--- config.mk ---
export PLATFORM = sky130hd
export DESIGN_NAME = seq_divider
export DESIGN_NICKNAME = d
export VERILOG_FILES = /design/src/rtl/seq_divider_pkg.sv /design/src/rtl/seq_divider_borrow.sv /design/src/rtl/seq_divider.sv
export SDC_FILE = /design/constraint.sdc
export NUM_CORES = 1
export LEC_CHECK = 0
export CAP_MARGIN = 20
export CORE_MARGIN = 2
export CORE_UTILIZATION = 55
export CTS_CLUSTER_SIZE = 24
export DETAILED_ROUTE_END_ITERATION = 8
export HOLD_SLACK_MARGIN = 0.1
export MAX_ROUTING_LAYER = met4
export PLACE_DENSITY = 0.95
export SETUP_SLACK_MARGIN = 0.1
export SYNTH_ARGS = -nofsm -noshare
export SYNTH_HDL_FRONTEND = slang
export SYNTH_SLANG_ARGS = --single-unit
--- constraint.sdc ---
create_clock -name clk -period 5.1 [get_ports clk]
set_input_delay 0.765 -clock clk [delete_from_list [all_inputs] [get_ports clk]]
set_output_delay 0.765 -clock clk [all_outputs]
set_load 0.02 [all_outputs]
--- src/rtl/seq_divider_pkg.sv ---
// rtl/seq_divider_pkg.sv - shared types and constants for the sequential divider
package seq_divider_pkg;

   localparam int DEFAULT_WIDTH = 16;

   // Replicated across the quotient width to form the all-ones divide-by-zero result
   localparam logic DBZ_QUOTIENT_BIT = 1'b1;

   typedef enum logic [1:0] {
      IDLE,
      CALC,
      DONE
   } div_state_t;

endpackage

--- src/rtl/seq_divider_borrow.sv ---
// rtl/seq_divider_borrow.sv - a - b as a + ~b + 1 with 4-bit generate/propagate lookahead groups
module sub_borrow_unit #(
   parameter int W = 17
) (
   input  logic [W-1:0] a,
   input  logic [W-1:0] b,
   output logic [W-1:0] diff,
   output logic         borrow
);

   localparam int NG = (W + 3) / 4;

   logic [W-1:0] g;
   logic [W-1:0] p;
   logic [W-1:0] c;
   logic [NG:0]  gc;

   assign g     = a & ~b;
   assign p     = a ^ ~b;
   assign gc[0] = 1'b1;

   for (genvar gi = 0; gi < NG; gi++) begin : g_group
      localparam int LO = gi * 4;
      localparam int N  = ((W - LO) < 4) ? (W - LO) : 4;

      // pg/pp[k] are the group-local generate/propagate of bits LO..LO+k-1
      logic [N:0] pg;
      logic [N:0] pp;

      assign pg[0] = 1'b0;
      assign pp[0] = 1'b1;

      for (genvar k = 0; k < N; k++) begin : g_bit
         assign c[LO+k]  = pg[k] | (pp[k] & gc[gi]);
         assign pg[k+1]  = g[LO+k] | (p[LO+k] & pg[k]);
         assign pp[k+1]  = pp[k] & p[LO+k];
      end

      assign gc[gi+1] = pg[N] | (pp[N] & gc[gi]);
   end

   assign diff   = p ^ c;
   assign borrow = ~gc[NG];

endmodule

--- src/rtl/seq_divider.sv ---
// rtl/seq_divider.sv - iterative unsigned restoring divider, one quotient bit per clock
module seq_divider
   import seq_divider_pkg::*;
#(
   parameter int WIDTH = DEFAULT_WIDTH
) (
   input  logic             clk,
   input  logic             rst_n,
   input  logic             in_valid,
   output logic             in_ready,
   input  logic [WIDTH-1:0] dividend,
   input  logic [WIDTH-1:0] divisor,
   output logic             out_valid,
   input  logic             out_ready,
   output logic [WIDTH-1:0] quotient,
   output logic [WIDTH-1:0] remainder,
   output logic             div_by_zero
);

   localparam int CNT_W = $clog2(WIDTH + 1);

   div_state_t       state;
   div_state_t       next_state;
   logic [WIDTH-1:0] q_reg;
   logic [WIDTH-1:0] rem_reg;
   logic [WIDTH-1:0] dvsr_reg;
   logic [CNT_W-1:0] cnt;
   logic             dbz_reg;
   logic [WIDTH:0]   rs;
   logic [WIDTH:0]   diff;
   logic             borrow;
   logic             unused_diff_msb;

   assign rs = {rem_reg, q_reg[WIDTH-1]};

   sub_borrow_unit #(.W(WIDTH + 1)) u_sub (
      .a      (rs),
      .b      ({1'b0, dvsr_reg}),
      .diff   (diff),
      .borrow (borrow)
   );

   // Without a borrow the difference is below the divisor, so its top bit is always zero
   assign unused_diff_msb = diff[WIDTH];

   always_ff @(posedge clk or negedge rst_n) begin
      if (!rst_n) state <= IDLE;
      else        state <= next_state;
   end

   always_comb begin
      next_state = state;
      in_ready   = 1'b0;
      out_valid  = 1'b0;
      case (state)
         IDLE: begin
            in_ready = 1'b1;
            if (in_valid) next_state = (divisor == '0) ? DONE : CALC;
         end
         CALC: begin
            if (cnt == CNT_W'(WIDTH - 1)) next_state = DONE;
         end
         DONE: begin
            out_valid = 1'b1;
            if (out_ready) next_state = IDLE;
         end
         default: next_state = IDLE;
      endcase
   end

   always_ff @(posedge clk or negedge rst_n) begin
      if (!rst_n) begin
         q_reg    <= '0;
         rem_reg  <= '0;
         dvsr_reg <= '0;
         cnt      <= '0;
         dbz_reg  <= 1'b0;
      end else begin
         case (state)
            IDLE: begin
               if (in_valid) begin
                  dvsr_reg <= divisor;
                  cnt      <= '0;
                  if (divisor == '0) begin
                     q_reg   <= {WIDTH{DBZ_QUOTIENT_BIT}};
                     rem_reg <= dividend;
                     dbz_reg <= 1'b1;
                  end else begin
                     q_reg   <= dividend;
                     rem_reg <= '0;
                     dbz_reg <= 1'b0;
                  end
               end
            end
            CALC: begin
               rem_reg <= borrow ? rs[WIDTH-1:0] : diff[WIDTH-1:0];
               q_reg   <= {q_reg[WIDTH-2:0], ~borrow};
               cnt     <= cnt + CNT_W'(1);
            end
            default: ;
         endcase
      end
   end

   assign quotient    = q_reg;
   assign remainder   = rem_reg;
   assign div_by_zero = dbz_reg;

endmodule

Yosys cells after proc, flatten, opt, wreduce, memory -nomap -nowiden
Index checks and enable logic that the tools add are counted.
{"block": "op_classes", "addsub": 1, "n_mul": 0, "div": 0, "magnitude_cmp": 0, "eq_ne": 6, "shifts": 0, "muxes": 17, "n_bitwise": 70, "n_reduce_logical": 6}
{"op": "16-bit two-way mux", "count": 5}
{"op": "16-bit one-hot mux with 2 select lines", "count": 2}
{"op": "1-bit AND", "count": 37}
{"op": "1-bit OR", "count": 29}
{"op": "17-bit AND", "count": 1}
{"op": "16-bit NOT with 17-bit output", "count": 1}
{"op": "17-bit bitwise XOR", "count": 1}
{"op": "16-bit zero test", "count": 1}
{"op": "16-bit bitwise XOR", "count": 1}
{"op": "5-bit one-hot mux with 2 select lines", "count": 1}
{"op": "2-bit two-way mux", "count": 4}
{"op": "2-bit != test, second input constant", "count": 3}
{"op": "2-bit one-hot mux with 3 select lines", "count": 1}
{"op": "5-bit by 1-bit adder with 5-bit output, second input constant", "count": 1}
{"op": "5-bit by 4-bit equality test with 1-bit output, second input constant", "count": 1}
{"op": "5-bit two-way mux", "count": 1}
{"op": "2-bit AND reduction", "count": 2}
{"op": "1-bit two-way mux", "count": 3}
{"op": "3-bit AND reduction", "count": 1}
{"op": "2-bit by 1-bit equality test with 1-bit output, second input constant", "count": 1}
{"op": "2-bit equality test, second input constant", "count": 1}
{"op": "2-bit zero test", "count": 1}
{"op": "2-bit nonzero test", "count": 1}
{"block": "totals", "ff_bits": 56, "latch_bits": 0, "ramBits": 0, "mem_bits_ro": 0, "input_bits": 36, "output_inout_bits": 35, "mem_count": 0}

Depth between registers and ports, before layout
{"block": "logic_depth", "word_depth": 19, "depth_mapped": 10, "depth_no_buf": 10}

Hierarchy
From an unflattened synthesis, not the netlist that was laid out.
{"block": "hier_totals", "hier_cells": 380, "area_unflattened_um2": 3498.4}
{"module": "seq_divider", "instances": 1, "cells_per_inst": 271, "area_per_inst_um2": 2672.6, "seq_area_each_um2": 1401.3}
{"module": "sub_borrow_unit", "instances": 1, "cells_per_inst": 109, "area_per_inst_um2": 825.8, "seq_area_each_um2": 0.0}

Least setup slack after synthesis
OpenSTA, ideal clock, no wires.
{"block": "synth_timing", "path_kind": "flip-flop to flip-flop", "start": "reg rem_reg[6], in the netlist remainder[6]", "end": "reg rem_reg[12], in the netlist remainder[12]", "setup_time_ns": 0.077, "t_arrival_ns": 2.497, "slack_ns": 2.526, "path_stages_with_launch": 9, "n_path_buf": 0, "path_cell_list": "dfrtp_1 -> ha_1 -> nand2_1 -> or3_1 -> o221ai_1 -> a31oi_1 -> fa_1 -> mux2_2 -> o21ai_1"}
{"block": "synth_via", "elab_chain_len": 12, "elab_cells_between_ends": 16}
{"element": "start: declaration", "line_no": "seq_divider.sv:25", "source": "logic [WIDTH-1:0] rem_reg;"}
{"element": "start signal: assignment", "line_no": "seq_divider.sv:86", "source": "rem_reg <= dividend;"}
{"element": "start signal: assignment", "line_no": "seq_divider.sv:96", "source": "rem_reg <= borrow ? rs[WIDTH-1:0] : diff[WIDTH-1:0];"}
{"element": "17-bit bitwise XOR", "line_no": "seq_divider_borrow.sv:19", "source": "assign p = a ^ ~b;"}
{"element": "1-bit AND, on equally long branches", "line_no": "seq_divider_borrow.sv:35, seq_divider_borrow.sv:36"}
{"element": "1-bit OR / 1-bit AND (equally long branches)", "line_no": "seq_divider_borrow.sv:35, seq_divider_borrow.sv:39"}
{"element": "1-bit OR (*)", "line_no": "seq_divider_borrow.sv:39", "source": "assign gc[gi+1] = pg[N] | (pp[N] & gc[gi]);"}
{"element": "1-bit AND (*)", "line_no": "seq_divider_borrow.sv:39"}
{"element": "1-bit OR (*)", "line_no": "seq_divider_borrow.sv:39"}
{"element": "1-bit AND", "line_no": "seq_divider_borrow.sv:39"}
{"element": "1-bit OR", "line_no": "seq_divider_borrow.sv:39"}
{"element": "1-bit AND", "line_no": "seq_divider_borrow.sv:39"}
{"element": "1-bit OR", "line_no": "seq_divider_borrow.sv:39"}
{"element": "16-bit two-way mux (*)", "line_no": "seq_divider.sv:96"}
{"element": "16-bit one-hot mux with 2 select lines (*)", "line_no": "seq_divider.sv:79", "source": "case (state)"}
Mark *: on every way between the ends. The rest lies on a longest branch, timed or not.
A chain may end at the register's enable or synchronous reset.

Final worst setup path
Same ends and word-level chain as after synthesis.

==> results.sh <==
export IMPL_synth_top_area_share_pct=42.6
export IMPL_ctsResizeCount=0
export IMPL_cp_max_fo=16
export IMPL_fin_nets=481
export IMPL_yosysSeqAreaShare_pct=42.6
export IMPL_fp_row_count=28
export IMPL_rsz0062_at_grt="no"
export IMPL_num_antenna_cells=0
export IMPL_hold_path_class="reg -> reg"
export IMPL_globalplace_congestion=0.961
export IMPL_wire_per_inst_um=16.3
export IMPL_antenna_found_initial=0
export IMPL_synth_edf_count=0
export IMPL_min_delay_start="cnt[2]"
export IMPL_drt_initial_drc_count=209
export IMPL_crit_type="reg -> reg"
export IMPL_yosysMostFrequentCell="dfrtp_1"
export IMPL_yosysTopAreaCell="dfrtp_1"
export IMPL_irDropWorstVdd_mv=0.375
export IMPL_fin_crit_sh_pct=57.9
export IMPL_start_util_pct=56.3
export IMPL_drt_first_pass_iters=5
export IMPL_cts_hold_fix_buffers=0
export IMPL_num_vias=2907
export IMPL_port_buffers=70
export IMPL_maxCapViolations=0
export IMPL_place_ws_ns=1.92
export IMPL_min_to="cnt[2]"
export IMPL_worst_setup_path_start_kind="flop"
export IMPL_place_area_um2=4040
export IMPL_synth_seq_cells=56
export IMPL_worst_slew_pin_slew_ns=0.870
export IMPL_ys_async_sr_fraction_pct=100
export IMPL_critPathRequiredTime_ns=5.34
export IMPL_ioPinCount=71
export IMPL_grt_pass1_vias=2865
export IMPL_p_leak_nw=1.75
export IMPL_hold_violations=0
export IMPL_worst_endpoint_arrival_ns=3.19
export IMPL_r2r_slack_ns=2.15
export IMPL_endpoint_kind="flop"
export IMPL_postSynthCellCount=358
export IMPL_synth_distinct_cells=42
export IMPL_grtUsageTotal_pct=27.8
export IMPL_yosysWarnings=0
export IMPL_drc=0
export IMPL_synth_area_um2=3290
export IMPL_cts_setup_buffers=0
export IMPL_cts_buffers=5
export IMPL_finalWorstSetupSlack_ns=2.15
export IMPL_syn_nets=416
export IMPL_reg2reg_to="remainder[12]"
export IMPL_grt_ovfl_total=0
export IMPL_skew_ns=0.00500
export IMPL_clkSinkCount=56
export IMPL_fmax_ghz=0.339
export IMPL_holdWs_ns=0.503
export IMPL_cts_root_buf="clkbuf_8"
export IMPL_slew_headroom_pct=42.0
export IMPL_die_h_um=81.4
export IMPL_drive_above_1_share_pct=6.15
export IMPL_die_area_um2=6620
export IMPL_h_tree_depth=2
export IMPL_tritoncts="yes"
export IMPL_via_per_inst=5.84
export IMPL_die_x_um=81.4
export IMPL_post_dp_hpwl_um=6040
export IMPL_final_max_slew_viol_count=0
export IMPL_grt_start_max_net_pins=57
export IMPL_power_density_nw_per_um2=777
export IMPL_status="complete, no violations"
export IMPL_timing_rr_start="remainder[6]"
export IMPL_tns_ns=0
export IMPL_netlist_top_cells_count="56 x dfrtp_1, 47 x nand2_1, 27 x nor2_1, 27 x o21ai_0, 22 x inv_1"
export IMPL_whs_path_depth=1
export IMPL_core_area_um2=5850
export IMPL_final_setup_viol_count=0
export IMPL_total_power_w=0.00321
export IMPL_syn2layout_area_growth_pct=25.5
export IMPL_synthFlopType="dfrtp_1"
export IMPL_ant_nets=0
export IMPL_synthTopCellsByArea="dfrtp_1 43%, ha_1 7.2%, nand2_1 5.4%"
export IMPL_clockBufferDepth=2
export IMPL_fin_area_um2=4130
export IMPL_clock_latency_ns=0.32
export IMPL_reg2reg_depth=8
export IMPL_grt_pass1_wl_um=13700
export IMPL_synth_area_per_cell_um2=9.20
export IMPL_drt_wl_total_um=8140
export IMPL_clk_pin_slew_ns=0.10
export IMPL_fin_crit_ns=2.95
-- cells in the final DEF, fill, tap and decap left out, types with 12 or more instances in the layout --
cell	synthesis	routed
ha_1	19	19
nor3_1	18	18
nor2_1	27	26
dfrtp_1	56	56
a22oi_1	12	12
clkdlybuf4s50_1	0	69
nand2_1	47	47
a21oi_1	14	14
o31ai_1	16	16
inv_1	22	22
mux2i_1	13	13
o21ai_0	27	27
-- cell families (layout without fill, tap and decap cells) --
group / count (synthesis) / after routing / share of synthesized area [%]
and+or+nand+nor: 111 / 111 / 14.9
AOI/OAI and AO/OA: 103 / 103 / 20.6
DFF: 56 / 56 / 42.6
buffers and inverters: 39 / 104 / 4.94
adders and majority gates: 22 / 22 / 9.05
muxes: 16 / 16 / 4.98
xor gates and xnor gates: 11 / 11 / 2.93
-- power by group --
group          switching, W  total (W)  leakage, nW  internal, W
clock network      0.000144   0.000238       0.0410    0.0000940
logic               0.00112    0.00210         1.03     0.000981
registers          0.000196   0.000872        0.673     0.000676
-- worst max-delay path: stages, from the launching register on --
cell	delay, ns
dfrtp_1	0.46
ha_1	0.38
nand2_1	0.09
or3_1	0.39
o22a_2	0.24
o21a_4	0.24
o21ai_4	0.54
mux2_2	0.40
o21ai_1	0.14
-- layer usage --
metal	global-route usage (%)	routed length [um]	up-vias
met2	43.7	3870	104
met5	-	0	-
met3	3.33	453	7
li1	-	-	1400
met4	6.78	90	0
met1	38.6	3730	1396
-- through the flow --
step | cells | util (%)
after global placement | 490 | 69.0
after CTS | 497 | 70.3
final | 498 | 70.6
after detailed placement | 490 | 69.0
after floorplan | 358 | -
after global routing | 498 | 70.6
-- how the worst max path moves through the flow --
stage,start,slack (ns),end
2_1_floorplan,remainder[6],2.53,remainder[12]
3_3_place_gp,in_valid,2.03,remainder[3]
3_5_place_dp,divisor[1],1.92,remainder[3]
4_1_cts,remainder[6],2.15,remainder[0]
5_1_grt,remainder[6],2.01,remainder[0]
6_report,remainder[6],2.15,remainder[12]
-- final cells by class --
type | count | area (um2)
multi-input combinational | 263 | 1730
timing repair buffer | 75 | 741
fill | 418 | 1720
tap | 75 | 93.8
clock inverter | 1 | 5.00
sequential | 56 | 1400
clock buffer | 6 | 72.6
inverter | 22 | 82.6
Power figures use the tool's default switching activity.
